### src/rtl/riscv_pkg.sv
// rtl/riscv_pkg.sv - shared integer-pipeline widths, load funct3 codes and register address type
package riscv_pkg;
    localparam int XLEN       = 32;
    localparam int REG_ADDR_W = 5;

    localparam logic [2:0] F3_LB  = 3'b000;
    localparam logic [2:0] F3_LH  = 3'b001;
    localparam logic [2:0] F3_LW  = 3'b010;
    localparam logic [2:0] F3_LBU = 3'b100;
    localparam logic [2:0] F3_LHU = 3'b101;

    typedef logic [REG_ADDR_W-1:0] reg_addr_t;
endpackage

### src/rtl/load_extend.sv
// rtl/load_extend.sv - picks the byte/half/word out of an aligned load word and sign/zero-extends it
module load_extend
    import riscv_pkg::*;
#(
    parameter int WIDTH = XLEN
) (
    input  logic [WIDTH-1:0] in_mem_out,
    input  logic [1:0]       in_addr_low,
    input  logic [2:0]       in_load_funct3,
    output logic [WIDTH-1:0] out_data
);
    logic [WIDTH-1:0] byte_shift;
    logic [WIDTH-1:0] half_shift;
    logic [7:0]       byte_val;
    logic [15:0]      half_val;

    // Halfword selection uses only addr_low[1]; a misaligned half offset is ignored.
    assign byte_shift = in_mem_out >> {in_addr_low, 3'b000};
    assign half_shift = in_mem_out >> {in_addr_low[1], 4'b0000};
    assign byte_val   = byte_shift[7:0];
    assign half_val   = half_shift[15:0];

    always_comb begin
        out_data = in_mem_out;
        case (in_load_funct3)
            F3_LB:   out_data = {{(WIDTH-8){byte_val[7]}}, byte_val};
            F3_LH:   out_data = {{(WIDTH-16){half_val[15]}}, half_val};
            F3_LBU:  out_data = {{(WIDTH-8){1'b0}}, byte_val};
            F3_LHU:  out_data = {{(WIDTH-16){1'b0}}, half_val};
            default: out_data = in_mem_out;
        endcase
    end
endmodule

### src/rtl/writeback_regfile.sv
// rtl/writeback_regfile.sv - writeback select, 31-entry register file with two read ports and commit counter
// Optional same-cycle write-through to the read ports: define WB_BYPASS_EN.
module writeback_regfile
    import riscv_pkg::*;
#(
    parameter int XLEN  = riscv_pkg::XLEN,
    parameter int CNT_W = 64
) (
    input  logic             clk,
    input  logic             reset,
    input  logic [XLEN-1:0]  in_alu_out,
    input  logic [XLEN-1:0]  in_mem_out,
    input  reg_addr_t        in_rd,
    input  logic             in_mem_to_reg,
    input  logic             in_write_enable,
    input  logic [2:0]       in_load_funct3,
    input  logic [1:0]       in_addr_low,
    input  reg_addr_t        in_rs1,
    input  reg_addr_t        in_rs2,
    output logic [XLEN-1:0]  out_rs1_data,
    output logic [XLEN-1:0]  out_rs2_data,
    output logic [XLEN-1:0]  out_wb_data,
    output logic [CNT_W-1:0] out_wb_count
);
    logic [XLEN-1:0] regs [1:31];
    logic [XLEN-1:0] load_data;
    logic            commit;

    load_extend #(.WIDTH(XLEN)) u_load_extend (
        .in_mem_out     (in_mem_out),
        .in_addr_low    (in_addr_low),
        .in_load_funct3 (in_load_funct3),
        .out_data       (load_data)
    );

    assign out_wb_data = in_mem_to_reg ? load_data : in_alu_out;
    assign commit      = in_write_enable && (in_rd != '0);

    always_ff @(posedge clk or posedge reset) begin
        if (reset) begin
            for (int i = 1; i < 32; i++) begin
                regs[i] <= '0;
            end
        end else if (commit) begin
            regs[in_rd] <= out_wb_data;
        end
    end

    // Counts every write-enabled cycle, x0 targets included.
    always_ff @(posedge clk or posedge reset) begin
        if (reset) begin
            out_wb_count <= '0;
        end else if (in_write_enable) begin
            out_wb_count <= out_wb_count + CNT_W'(1);
        end
    end

    function automatic logic [XLEN-1:0] read_port(input reg_addr_t addr);
        logic [XLEN-1:0] val;
        if (reset || addr == '0) begin
            val = '0;
`ifdef WB_BYPASS_EN
        end else if (commit && addr == in_rd) begin
            val = out_wb_data;
`endif
        end else begin
            val = regs[addr];
        end
        return val;
    endfunction

    assign out_rs1_data = read_port(in_rs1);
    assign out_rs2_data = read_port(in_rs2);
endmodule

### config.mk
export PLATFORM = sky130hd
export DESIGN_NAME = writeback_regfile
export DESIGN_NICKNAME = d
export VERILOG_FILES = /design/src/rtl/riscv_pkg.sv /design/src/rtl/load_extend.sv /design/src/rtl/writeback_regfile.sv
export SDC_FILE = /design/constraint.sdc
export NUM_CORES = 2
export LEC_CHECK = 0
export BUFFER_PORTS_ARGS = -buffer_cell sky130_fd_sc_hd__buf_4
export CORE_AREA = 5 5 434 436
export DETAILED_ROUTE_END_ITERATION = 7
export DIE_AREA = 0 0 439 441
export PLACE_DENSITY = 0.42
export SLEW_MARGIN = 0
export SYNTH_ARGS = -nofsm -noshare
export SYNTH_HDL_FRONTEND = slang
export SYNTH_SLANG_ARGS = --single-unit
### constraint.sdc
create_clock -name clk -period 65.4 [get_ports clk]
set_clock_uncertainty 0.2 [all_clocks]
set_input_delay 9.81 -clock clk [delete_from_list [all_inputs] [get_ports clk]]
set_output_delay 9.81 -clock clk [all_outputs]
set_load 0.01 [all_outputs]
==> impl_metrics.json <==
{
  "tns_ns": 0,
  "finalHoldViolations": 0,
  "cts-root-buf": "clkbuf_16",
  "cp_data_arrival_time_ns": 13.49,
  "power_mw": 2.10,
  "synth_area_leaders": "dfrtp_1, mux4_2, a21oi_1",
  "dp_hpwl_um": 126000,
  "synthMuxAreaShare_pct": 23.4,
  "synth_area_per_cell_sq_um": 10.9,
  "worst_pin_slew_ns": 1.08,
  "syn-instance-count": 5013,
  "setup_viol": 0,
  "postCtsHoldBufs": 0,
  "track_usage_pct": 21.1,
  "ant_nets": 0,
  "wirelength_um": 206000,
  "synthArstFlopShare_pct": 100,
  "synth-compound-area-share_pct": 13.1,
  "status": "complete, no violations",
  "first_pass_iters": 6,
  "path_cells": "buf_8, buf_12, buf_4, mux4_2, mux2i_1, a221o_1, o221ai_1, buf_4",
  "synth_flop_cell": "dfrtp_1",
  "postLayoutCellArea_sq_um": 63400,
  "cts_sinks": 1056,
  "area_growth_pct": 15.5,
  "yosys_warnings": 0,
  "synth_nets": 5102,
  "clk_pin_slew_ns": 0.06,
  "cts_buffers": 133,
  "final_nets": 5102,
  "power.leakage_nw": 26.6,
  "critPathRequiredTime_ns": 55.39,
  "yosysUniqueCellTypes": 46,
  "synthAdderAreaFrac_pct": 0.0228,
  "cts_resized": 0,
  "synth_xor_area_share_pct": 1.01,
  "fin_crit_ns": 23.50,
  "cp-end-kind": "output pin",
  "hold_class": "flip-flop to flip-flop",
  "cts_max_level": 4,
  "fp-row-count": 158,
  "layout-drive-gt1-share_pct": 21.5,
  "fp.dieArea_sq_um": 194000,
  "die_h_um": 441,
  "final_common_cell": "dfrtp_1",
  "start_kind": "primary input",
  "grt_pass1_wl_um": 300000,
  "drc": 0,
  "antenna_found_initial": 7,
  "synth_top_family_by_area": "multiplexers",
  "post_cts_buffers": 0,
  "drt-initial-drc-count": 3113,
  "crit_path_max_fanout": 94,
  "grt_max_degree": 160,
  "worstSkewPairLatency_ns": 0.76,
  "crit_top_cell": "buf_4",
  "timing.final.max_slew_violations": 0,
  "cts_buffer_depth": 3,
  "synthSimpleGateAreaFrac_pct": 10.2,
  "placed_area_sq_um": 59200,
  "tritoncts": "built",
  "initial_core_util_pct": 29.8,
  "netlist.area_leader.share_pct": 48.1,
  "io_buffers": 247,
  "core_sq_um": 184000,
  "rsz0062_at_grt": "no",
  "post_drt_wl_per_cell_um": 27.1,
  "drt-vias-per-instance": 5.29,
  "worstSetupPathType": "primary input to output pin",
  "power_density_nw_per_um2": 33.1,
  "period_share_pct": 35.9,
  "max-vdd-ir-drop_uv": 21.5,
  "cap_violations": 0,
  "syn_area_sq_um": 54900,
  "io_pins": 248,
  "grt_pass1_vias": 41041,
  "synth_top_area_cell": "dfrtp_1",
  "ys_ff_latch": 1056,
  "die_w_um": 439,
  "slew_headroom_pct": 28.2,
  "final_cell_mix": "dfrtp_1, nor2_1, a21oi_1, mux4_2, nand2_1",
  "place_congestion": 0.795,
  "fmax_mhz": 42.6,
  "synth_enable_flop_cells": 0,
  "num_vias": 40168,
  "ys_seq_area_share_pct": 48.1,
  "grt-ovfl-total": 0,
  "cp_slowest_cell": "buf_4",
  "slowest_delay_ns": 0.85
}
worst paths after layout:
kind	startpoint	slack [ns]	cells after the start	end
min	out_wb_count[63]	0.28	1	out_wb_count[63]
min in group asynchronous	reset	9.01	2	regs[702]
max	in_rs2[0]	41.90	8	out_rs2_data[17]
max in group asynchronous	reset	51.20	7	regs[636]
max reg2reg	out_wb_count[0]	62.57	6	out_wb_count[62]
min reg2reg	out_wb_count[63]	0.28	1	out_wb_count[63]
cells in the mapped netlist, types with 4 or more instances:
cell type	count
a211oi_1	69
a211oi_4	10
a21oi_1	759
a221o_1	63
and2_1	6
and3_1	29
and4_1	4
buf_1	32
buf_2	106
buf_4	26
clkbuf_1	324
dfrtp_1	1056
inv_1	48
mux2_2	16
mux2i_1	256
mux4_2	449
nand2_1	387
nand2b_1	10
nand3_1	22
nand3b_1	10
nand4_1	20
nor2_1	862
nor3_1	16
nor3b_1	5
nor4_1	10
o21ai_0	250
o221a_2	7
o221ai_1	71
xnor2_1	32
xor2_1	31
cells by family (layout without fill, tap and decap cells):
kind of cell,Yosys count,in the layout
and+or+nand+nor,1395,1395
AOI/OAI and AO/OA,1238,1238
DFF,1056,1056
muxes,721,721
buffers and inverters,539,632
xor gates and xnor gates,63,63
adders and majority gates,1,1
other,0,3
where the power goes:
part	internal, mW	total (mW)	switching, mW
Clock	0.420	0.720	0.300
Combinational	0.238	0.463	0.225
Sequential	0.804	0.918	0.114
Total	1.46	2.10	0.640
metrics by stage:
step,utilization [%],hold WS [ns],cells,worst slack [ns]
CTS,34.4,0.275,7586,41.64
detailed placement,32.1,0.267,7358,41.64
floorplan,-,0.261,5013,19.45
finish,34.4,0.279,7589,41.90
global placement,32.1,0.261,7358,41.61
global route,34.4,0.284,7587,41.54
cell type report:
class / count / area, sq um
timing repair buffer: 356 / 2790
clock inverter: 29 / 277
inverter: 48 / 188
fill: 18661 / 121000
multi-input combinational: 3418 / 26700
sequential: 1056 / 26400
clock buffer: 199 / 3900
tap: 2480 / 3100
antenna: 3 / 7.51
worst max-delay path: cells and delay by family:
family / cells / cell delay, ns
multiplexers: 2 / 0.80
AO/OA/AOI/OAI: 2 / 0.53
buffers and inverters: 4 / 2.26
metal layers:
metal  vias up  track usage [%]  wire length (um)
met5         -                0                 0
met4         0             6.40              6450
met3       281             2.98              8510
met2       979             36.2            102000
met1     20737             27.8             88500
li1      18171                -                 -
flip-flops by register name, summed over array words and instances, names as in the netlist:
| register | count |
|---|---|
| regs | 992 |
| out_wb_count | 64 |
No activity file was read; power rests on OpenSTA's default activity.
